==> config.mk <==
export PLATFORM = sky130hd
export DESIGN_NAME = delay_pulse_monitor
export DESIGN_NICKNAME = d
export VERILOG_FILES = /design/src/rtl/delay_pulse_monitor.sv
export SDC_FILE = /design/constraint.sdc
export NUM_CORES = 1
export LEC_CHECK = 0
export CELL_PAD_IN_SITES_DETAIL_PLACEMENT = 0
export CELL_PAD_IN_SITES_GLOBAL_PLACEMENT = 2
export CORE_AREA = 2 2 57 81
export DETAILED_ROUTE_END_ITERATION = 10
export DIE_AREA = 0 0 59 83
export GPL_ROUTABILITY_DRIVEN = 0
export PLACE_DENSITY_LB_ADDON = 0.1
export SLEW_MARGIN = 20
export SYNTH_ARGS = -nofsm -noshare
export SYNTH_HDL_FRONTEND = slang
export SYNTH_SLANG_ARGS = --single-unit
==> constraint.sdc <==
create_clock -name clk -period 5 [get_ports clk]
set_clock_uncertainty 0.2 [all_clocks]
set_input_delay 1.25 -clock clk [delete_from_list [all_inputs] [get_ports clk]]
set_output_delay 1.25 -clock clk [all_outputs]
set_load 0.05 [all_outputs]
==> src/rtl/delay_pulse_monitor.sv <==
// Receive-side period checker for the DELAY strobe: flags early/late pulses and reports lock.
// Optional statistics counter (err_cnt) is enabled by defining DELAY_MON_STATS_EN.
module delay_pulse_monitor #(
  parameter int N        = 1250,
  parameter int CBITS    = 11,
  parameter int TOL      = 0,
  parameter int LOCK_CNT = 4
) (
  input  logic             clk,
  input  logic             rst_n,
  input  logic             sig,
  input  logic             clr,
  output logic             lock,
  output logic             early_err,
  output logic             late_err,
  output logic             err_sticky,
  output logic [CBITS-1:0] period
`ifdef DELAY_MON_STATS_EN
  ,
  output logic [7:0]       err_cnt
`endif
);

  if (N + TOL + 1 > (2 ** CBITS) - 1) begin : g_cbits_chk
    $error("CBITS too small to hold N+TOL+1");
  end
  if (TOL > N) begin : g_tol_chk
    $error("TOL must not exceed N");
  end
  if (LOCK_CNT < 1 || LOCK_CNT > 15) begin : g_lock_chk
    $error("LOCK_CNT must be in 1..15");
  end

  localparam logic [CBITS-1:0] LO_C   = CBITS'(N - TOL);
  localparam logic [CBITS-1:0] LATE_C = CBITS'(N + TOL + 1);
  localparam logic [3:0]       LOCK_C = 4'(LOCK_CNT);

  typedef enum logic [1:0] {HUNT, TRACK, LOCKED} state_t;

  function automatic logic [CBITS-1:0] sat_inc(input logic [CBITS-1:0] v);
    return (&v) ? v : v + CBITS'(1);
  endfunction

  function automatic logic [7:0] sat_add8(input logic [7:0] v, input logic inc);
    return (inc && v != 8'hFF) ? v + 8'd1 : v;
  endfunction

  state_t           state, state_nxt;
  logic [CBITS-1:0] cnt;
  logic [3:0]       good, good_nxt;
  logic [CBITS-1:0] period_nxt;
  logic             early_nxt, late_nxt;

  always_comb begin
    state_nxt  = state;
    good_nxt   = good;
    period_nxt = period;
    early_nxt  = 1'b0;
    late_nxt   = 1'b0;
    case (state)
      HUNT: begin
        if (sig) begin
          state_nxt = TRACK;
          good_nxt  = 4'd0;
        end
      end
      TRACK, LOCKED: begin
        // The late point wins over a coincident sig, which then becomes the new reference.
        if (cnt == LATE_C) begin
          late_nxt  = 1'b1;
          good_nxt  = 4'd0;
          state_nxt = sig ? TRACK : HUNT;
        end else if (sig) begin
          period_nxt = cnt;
          if (cnt < LO_C) begin
            early_nxt = 1'b1;
            good_nxt  = 4'd0;
            state_nxt = TRACK;
          end else begin
            if (good < LOCK_C) good_nxt = good + 4'd1;
            if (good_nxt == LOCK_C) state_nxt = LOCKED;
          end
        end
      end
      default: state_nxt = HUNT;
    endcase
  end

  // Registered state, gap counter and outputs
  always_ff @(posedge clk or negedge rst_n) begin
    if (!rst_n) begin
      state      <= HUNT;
      cnt        <= '0;
      good       <= 4'd0;
      period     <= '0;
      lock       <= 1'b0;
      early_err  <= 1'b0;
      late_err   <= 1'b0;
      err_sticky <= 1'b0;
    end else begin
      state      <= state_nxt;
      cnt        <= sig ? '0 : sat_inc(cnt);
      good       <= good_nxt;
      period     <= period_nxt;
      lock       <= (state_nxt == LOCKED);
      early_err  <= early_nxt;
      late_err   <= late_nxt;
      // Held through the pulse cycle so a clr coinciding with the pulse cannot lose it.
      err_sticky <= early_nxt | late_nxt | early_err | late_err | (err_sticky & ~clr);
    end
  end

`ifdef DELAY_MON_STATS_EN
  // Counts the registered pulses, so clr in the pulse cycle leaves exactly that event.
  always_ff @(posedge clk or negedge rst_n) begin
    if (!rst_n) begin
      err_cnt <= 8'd0;
    end else if (clr) begin
      err_cnt <= {7'd0, early_err | late_err};
    end else begin
      err_cnt <= sat_add8(err_cnt, early_err | late_err);
    end
  end
`endif

endmodule

==> impl_metrics.json, run 1 <==
{
  "core_sq_um": 4130,
  "finalPower_uw": 571,
  "post-route-min-period_ns": 3.05,
  "initial_utilization": 0.373,
  "ys.warnings.count": 0,
  "cts_tree": "built",
  "ant_nets": 0,
  "synth-seq-cells": 32,
  "cts_setup_buffers": 0,
  "grt_pass1_vias": 1082,
  "drv_cap": 0,
  "dieArea_sq_um": 4900,
  "hold_viol": 0,
  "grt_usage": 0.143,
  "yosysUniqueCellTypes": 43,
  "hpwl_um": 2230,
  "grt_remaining_overflow": 0,
  "p_per_area_nw_per_um2": 308,
  "yosys_most_used_dff": "dfrtp_1",
  "antenna_cells": 0,
  "first_pass_iters": 4,
  "worstPathArrival_ns": 3.02,
  "finalCritPeriodShare": 0.611,
  "rows": 28,
  "cts_max_level": 2,
  "drive_gt1_frac": 0.147,
  "synth_enable_flop_cells": 0,
  "syn_avg_cell_area_sq_um": 10.9,
  "grt_first_pass_wirelength_um": 5310,
  "drtIter0Drc": 16,
  "setup_tns_ns": 0,
  "yosysTopAreaCellShare": 0.519,
  "max_freq_mhz": 327,
  "finalNetCount": 170,
  "avgViaCountPerCell": 5.24,
  "drc": 0,
  "die_x_um": 59,
  "drt-total-wl_um": 3020,
  "syn_to_final_growth_pct": 20.2,
  "pre_cts_slack_ns": 1.62,
  "slew_headroom": 0.550,
  "syn_nets": 149,
  "cts_buffers": 5,
  "fill_cells": 414,
  "buffer_ports.inserted": 18,
  "criticalPathCategory": "input port to flop",
  "cts.reportedPaths.clkPinSlew_ns": 0.06,
  "hold_buffers": 0,
  "cts.sinks": 32,
  "worst_pin_slew_ns": 0.672,
  "ys_async_sr_fraction": 1.00,
  "syn_inst": 141,
  "die_h_um": 83,
  "grt_max_degree": 33,
  "cp-end-kind": "flop",
  "clkLatencyLatePin_ns": 0.28,
  "layout_setup_ws_ns": 1.95,
  "status": "complete, no violations",
  "hp-class": "flop to flop",
  "startpoint_type": "input port",
  "synth_largest_area_cell": "dfrtp_1",
  "path_max_fanout": 18,
  "p_leak_uw": 0.000844,
  "synth_area_leaders": "dfrtp_1 52%, mux2_2 6.6%, nor2_1 3.9%, ha_1 3.2%, inv_1 2.4%",
  "wl_per_cell_um": 14.5,
  "max-vdd-ir-drop_mv": 0.184,
  "antenna_found_initial": 0,
  "num_io_pins": 19,
  "clockBufferDepth": 2,
  "rsz0062_at_grt": "false",
  "netlist_area_sq_um": 1540,
  "finalMaxSlewViolations": 0,
  "finalSetupViolCount": 0,
  "ys_seq_area_frac": 0.519,
  "postCtsResizedCells": 0,
  "required_ns": 4.97,
  "cts-root-buf": "clkbuf_8",
  "vias": 1089
}
## cells by family (layout without fill, tap and decap cells)
group                      count (synthesis)  count (layout)  share of synthesized area
and+or+nand+nor                           49              49                      0.183
buffers and inverters                     15              37                     0.0406
adders and majority gates                  4               4                     0.0325
DFF                                       32              32                      0.519
AOI/OAI and AO/OA                         22              22                      0.101
muxes                                     11              11                     0.0787
xor gates and xnor gates                   8               8                     0.0454
## layout make-up
cell class,instances,area [sq um],share of cell area
Clock buffer,6,82.6,0.0446
Clock inverter,2,10.0,0.00540
Inverter,10,37.5,0.0203
Multi-Input combinational cell,94,678,0.366
Sequential cell,32,801,0.432
Tap cell,45,56.3,0.0304
Timing Repair Buffer,19,188,0.101
## cells in the mapped netlist, drive strengths merged, types with 2 or more instances
cell / number
dfrtp: 32
nor2: 17
inv: 10
mux2: 9
nand2: 7
nand3: 6
nand4: 5
o21ai: 5
ha: 4
xnor2: 4
xor2: 4
a21oi: 3
and2: 3
clkbuf: 3
and3: 2
buf: 2
mux2i: 2
o21bai: 2
o22ai: 2
## sequential cells by signal, indices dropped and copies added (netlist names)
signal      cells
cnt            11
early_err       1
err_sticky      1
good            4
late_err        1
lock            1
period         11
state           2
## path summary, 6_finish.rpt
path	end	from	slack [ns]	cells past startpoint
min	period[2]	period[2]	0.28	2
max reg2reg	err_sticky	cnt[0]	2.73	6
min in group asynchronous	cnt[4]	rst_n	1.15	2
max	period[4]	sig	1.95	3
max in group asynchronous	period[4]	rst_n	3.14	2
min reg2reg	period[2]	period[2]	0.28	2
## critical path: stages
cell	delay (ns)
clkdlybuf4s50_1	0.90
nand3_2	0.46
mux2_2	0.40
## layout by cell type, fill, tap and decap left out, types with 3 or more instances in the layout
master            n
clkdlybuf4s50_1  18
and2_1            3
nor2_1           16
inv_1            10
nand4_1           4
clkbuf_8          6
dfrtp_1          32
xnor2_1           4
o21ai_0           5
ha_1              4
xor2_1            4
mux2_2            9
nand2_1           7
nand3_1           5
a21oi_1           3
## report_power, final
part / switching, uW / internal (uW) / total, uW
clock: 92.3 / 110 / 202
sequential: 6.46 / 269 / 275
combinational: 60.5 / 33.7 / 94.2
## through the flow
stage               area [sq um]  instances   util  hold slack, ns
finish                      1850        208  0.448           0.283
global route                1850        208  0.448           0.322
CTS                         1850        208  0.448           0.289
detailed placement          1760        200  0.426           0.274
global placement            1760        200  0.426           0.274
floorplan                   1540        141      -           0.278
## routing by layer
metal / share of wire / global-route usage
met1: 0.40 / 0.173
met2: 0.54 / 0.234
met3: 0.043 / 0.0374
met4: 0.018 / 0.0558
met5: 0 / 0
(Power assumes the default switching activity.)
==> inputs of run 2 (changes only) <==
CORE_AREA = 2 2 60 84   (was 2 2 57 81)
DIE_AREA = 0 0 62 86   (was 0 0 59 83)
clock period = 3.1 ns   (was 5 ns; I/O delays follow)
==> run 2 against run 1 <==
Compared with the run above:
- utilization is 3.4 points lower
- sequential cell count unchanged
- critical endpoint is now period[10]
- largest power group unchanged
- setup slack got worse by 1.3 ns
==> impl_metrics.json, run 2 (synthesis results as in run 1) <==
{
  "register_area_sq_um": 801,
  "clockBufferDepth": 2,
  "grt_pass1_vias": 1175,
  "antenna_found_initial": 0,
  "cp_num_cells": 1,
  "hold_buffers": 0,
  "clkLatencyLatePin_ns": 0.28,
  "vias": 1091,
  "drc": 0,
  "initial_utilization": 0.340,
  "buffer_ports.inserted": 18,
  "crit_path_max_incr_delay_ns": 0.81,
  "ant_nets": 0,
  "layout_commonest_cell": "dfrtp_1",
  "required_ns": 2.12,
  "cp-end-kind": "output port",
  "rsz0062_at_grt": "false",
  "reg2reg_depth": 6,
  "die_x_um": 62,
  "finalMaxSlewViolations": 0,
  "grt_first_pass_wirelength_um": 5460,
  "crit_slowest_cell": "clkdlybuf4s50_1",
  "syn_to_final_growth_pct": 21.9,
  "p_per_area_nw_per_um2": 487,
  "num_io_pins": 19,
  "finalSetupViolCount": 0,
  "max-vdd-ir-drop_mv": 0.195,
  "cts_buffers": 5,
  "postCtsResizedCells": 0,
  "criticalPathCategory": "flop to output port",
  "cts_setup_buffers": 0,
  "crit_end": "period[10]",
  "path_cells": "clkdlybuf4s50_1",
  "r2r_start": "cnt[0]",
  "drt-total-wl_um": 3020,
  "startpoint_type": "flop",
  "setup_tns_ns": 0,
  "cts_tree": "built",
  "grt_usage": 0.139,
  "wl_per_cell_um": 13.4,
  "cts.sinks": 32,
  "finalNetCount": 171,
  "status": "complete, no violations",
  "layout_setup_ws_ns": 0.695,
  "worst_pin_slew_ns": 0.552,
  "r2r_setup_slack_ns": 0.86,
  "grt_remaining_overflow": 0,
  "post-route-min-period_ns": 2.40,
  "antenna_cells": 0,
  "path_buf_inv": 1,
  "setup.worst_path.start": "period[10]",
  "crit_family": "buffers and inverters",
  "core_sq_um": 4540,
  "hold_viol": 0,
  "drv_cap": 0,
  "cts.reportedPaths.clkPinSlew_ns": 0.06,
  "avgViaCountPerCell": 4.83,
  "cts_max_level": 2,
  "max_freq_mhz": 416,
  "die_h_um": 86,
  "drtIter0Drc": 16,
  "first_pass_iters": 4,
  "final_cell_mix": "32 x dfrtp_1, 18 x clkdlybuf4s50_1, 16 x nor2_1",
  "worstPathArrival_ns": 1.43,
  "hp-start": "period[2]",
  "grt_max_degree": 33,
  "finalCritPeriodShare": 0.776,
  "top_regs": "cnt (11), period (11), good (4)",
  "drive_gt1_frac": 0.140,
  "hp-class": "flop to flop",
  "p_leak_uw": 0.000844,
  "multiInputGateArea_sq_um": 678,
  "fill_cells": 461,
  "pre_cts_slack_ns": 0.479,
  "cts-root-buf": "clkbuf_8",
  "r2r_end": "err_sticky",
  "path_max_fanout": 2,
  "hpwl_um": 2250,
  "slew_headroom": 0.629,
  "dieArea_sq_um": 5330,
  "rows": 29
}
-- run 2: worst min-delay path by stage --
stage                     slack, ns  depth (start not counted)        end
after floorplan                0.28                          0     cnt[0]
after global placement         0.27                          2  period[1]
after detailed placement       0.28                          2  period[2]
after CTS                      0.30                          2  period[1]
after global routing           0.33                          1  period[0]
final                          0.29                          2  period[2]
-- run 2: per-stage QoR --
stage | cells | hold WS [ns] | instance area [sq um] | total power [uW] | utilization
floorplan | 141 | 0.278 | 1540 | 557 | -
global placement | 218 | 0.270 | 1790 | 604 | 0.394
detailed placement | 218 | 0.282 | 1790 | 606 | 0.394
CTS | 226 | 0.296 | 1880 | 940 | 0.414
global route | 226 | 0.334 | 1880 | 973 | 0.414
finish | 226 | 0.288 | 1880 | 916 | 0.414
-- run 2: cell type report --
class	count	area share
Tap cell	62	0.0413
Inverter	10	0.0200
Timing Repair Buffer	20	0.104
Sequential cell	32	0.426
Multi-Input combinational cell	94	0.361
Clock buffer	8	0.0479
-- run 2: routing by layer --
metal	GRT usage	up-vias	share of wire	wire, um
li1	-	536	-	-
met1	0.166	536	0.41	1240
met2	0.226	13	0.54	1620
met3	0.0392	6	0.031	95
met4	0.0580	0	0.021	62
met5	0	-	0	0
-- run 2: power by group --
| part | switching (uW) | leakage (uW) | internal (uW) |
|---|---|---|---|
| sequential | 9.64 | 0.000431 | 433 |
| combinational | 97.7 | 0.000367 | 55.1 |
| clock | 139 | 0.0000455 | 181 |
| total | 247 | 0.000844 | 669 |
==> inputs of run 3 (changes only) <==
clock period = 2.3 ns   (was 3.1 ns; I/O delays follow)
==> run 3 against run 2 <==
Compared with the run above:
- sequential cell count did not move
- sequential share of layout area fell by 0.11 points
- cell count is 1.3% higher
- wire length up 4.6%
- utilization is 0.11 points higher
- count of clock-buffer cells in the layout stayed put
- setup slack lost 0.62 ns
- via count grew 1.0%
- critical path depth is the same
- non-clock buffer count up 3
- global-route usage rose by 0.44 points
- combinational power is 38% higher
==> impl_metrics.json, run 3 (synthesis results as in run 1) <==
{
  "status": "complete, no violations",
  "antenna_cells": 0,
  "grt_pass1_vias": 1129,
  "drt-total-wl_um": 3160,
  "grt_remaining_overflow": 0,
  "pwr-share-comb": 0.169,
  "setup_tns_ns": 0,
  "core_sq_um": 4540,
  "drt-met1-wl_um": 1330,
  "cts_max_level": 2,
  "syn_to_final_growth_pct": 22.2,
  "p_sw_frac": 0.273,
  "rows": 29,
  "p_per_area_nw_per_um2": 661,
  "final_cell_mix": "32 x dfrtp_1, 16 x nor2_1, 12 x buf_4",
  "crit_slowest_cell": "clkdlybuf4s50_1",
  "grt_usage": 0.143,
  "cts_buffers": 5,
  "met3_length_um": 100,
  "cts.sinks": 32,
  "wl_per_cell_um": 13.8,
  "rsz0062_at_grt": "false",
  "cts-root-buf": "clkbuf_8",
  "pwr-share-clk": 0.351,
  "startpoint_type": "flop",
  "criticalPathCategory": "flop to output port",
  "topRoutingLayerUsed": "met4",
  "post-route-min-period_ns": 2.22,
  "worst_pin_slew_ns": 0.501,
  "hpwl_um": 2380,
  "die_x_um": 62,
  "required_ns": 1.52,
  "layout_commonest_cell": "dfrtp_1",
  "finalCritPeriodShare": 0.966,
  "initial_utilization": 0.340,
  "fin_util": 0.415,
  "hold_buffers": 0,
  "clkLatencyLatePin_ns": 0.28,
  "reg2reg_depth": 6,
  "numPlacedInstances": 221,
  "cp-end-kind": "output port",
  "drtIter0Drc": 23,
  "buffer_ports.inserted": 18,
  "intPower_uw": 905,
  "dieArea_sq_um": 5330,
  "r2r_setup_slack_ns": 0.19,
  "path_cells": "clkdlybuf4s50_1",
  "avgViaCountPerCell": 4.81,
  "num_io_pins": 19,
  "max-vdd-ir-drop_mv": 0.338,
  "finalSetupViolCount": 0,
  "finalNetCount": 174,
  "ant_nets": 0,
  "final_area_sq_um": 1880,
  "drc": 0,
  "finalMaxSlewViolations": 0,
  "die_h_um": 86,
  "pre_cts_slack_ns": 0.0457,
  "path_buf_inv": 1,
  "max_freq_mhz": 450,
  "p_sw_uw": 340,
  "vias": 1102,
  "worstPathArrival_ns": 1.45,
  "drive_gt1_frac": 0.198,
  "hold_viol": 0,
  "crit_path_max_incr_delay_ns": 0.80,
  "r2r_end": "period[9]",
  "grt_first_pass_wirelength_um": 5550,
  "antenna_found_initial": 0,
  "slew_headroom": 0.665,
  "drv_cap": 0,
  "clockBufferDepth": 2,
  "r2r_start": "cnt[0]",
  "fill_cells": 455,
  "first_pass_iters": 4,
  "crit_end": "period[4]",
  "cts_tree": "built",
  "top_regs": "cnt (11), period (11), good (4)",
  "setup.worst_path.start": "period[4]",
  "layout_setup_ws_ns": 0.0777,
  "hp-class": "flop to flop",
  "p_leak_uw": 0.000868,
  "postCtsResizedCells": 0,
  "dr_wl_met2_um": 1680,
  "fin_cells": 229,
  "cts_setup_buffers": 0,
  "cp_num_cells": 1,
  "postPlaceCellArea_sq_um": 1790,
  "cts.reportedPaths.clkPinSlew_ns": 0.07,
  "path_max_fanout": 2,
  "p_seq_frac": 0.480,
  "crit_family": "buffers and inverters",
  "grt_max_degree": 33
}
==> run 3: cell types whose count changed in the layout (fill, tap and decap cells not counted) <==
cell / before / now
clkdlybuf4s50_1: 18 / 11
buf_4: 2 / 12
==> run 3: per-layer routing <==
layer	track usage	vias up
met2	0.236	16
met1	0.171	540
met3	0.0422	4
li1	-	542
met4	0.0522	0
met5	0	-
==> run 3: worst min-delay path by stage <==
stage / startpoint / to / slack (ns) / cells after the start
final: period[1] / period[1] / 0.28 / 2
after global routing: period[1] / period[1] / 0.32 / 2
after CTS: period[1] / period[1] / 0.29 / 2
after detailed placement: period[1] / period[1] / 0.27 / 2
after global placement: period[1] / period[1] / 0.26 / 2
after floorplan: rst_n / cnt[0] / 0.08 / 0
==> run 3: power by group through the flow <==
stage                     sequential (uW)  clock [uW]  combinational, uW
after floorplan                       652           0               99.2
after global placement                607           0                214
after detailed placement              608           0                215
after CTS                             597         454                216
after global routing                  600         485                233
final                                 597         437                211
==> run 3: layout make-up <==
type / count / area [sq um] / area share
timing repair buffer: 23 / 200 / 0.106
clock buffer: 8 / 90.1 / 0.0478
tap: 62 / 77.6 / 0.0412
multi-input combinational: 94 / 678 / 0.360
inverter: 10 / 37.5 / 0.0199
sequential: 32 / 801 / 0.425
==> run 3: worst reg2reg max path, delay by kind of cell (launching register included) <==
family / cells / cell delay [ns]
flip-flops: 1 / 0.40
multiplexers: 1 / 0.34
AND/OR/NAND/NOR: 3 / 0.65
buffers and inverters: 1 / 0.18
adder cells (fa/ha/maj): 1 / 0.24
==> run 3: metrics by stage <==
stage / hold slack, ns / total power, uW
6_report: 0.278 / 1250
5_1_grt: 0.316 / 1320
4_1_cts: 0.286 / 1270
3_5_place_dp: 0.271 / 823
3_3_place_gp: 0.262 / 821
2_1_floorplan: 0.0794 / 751
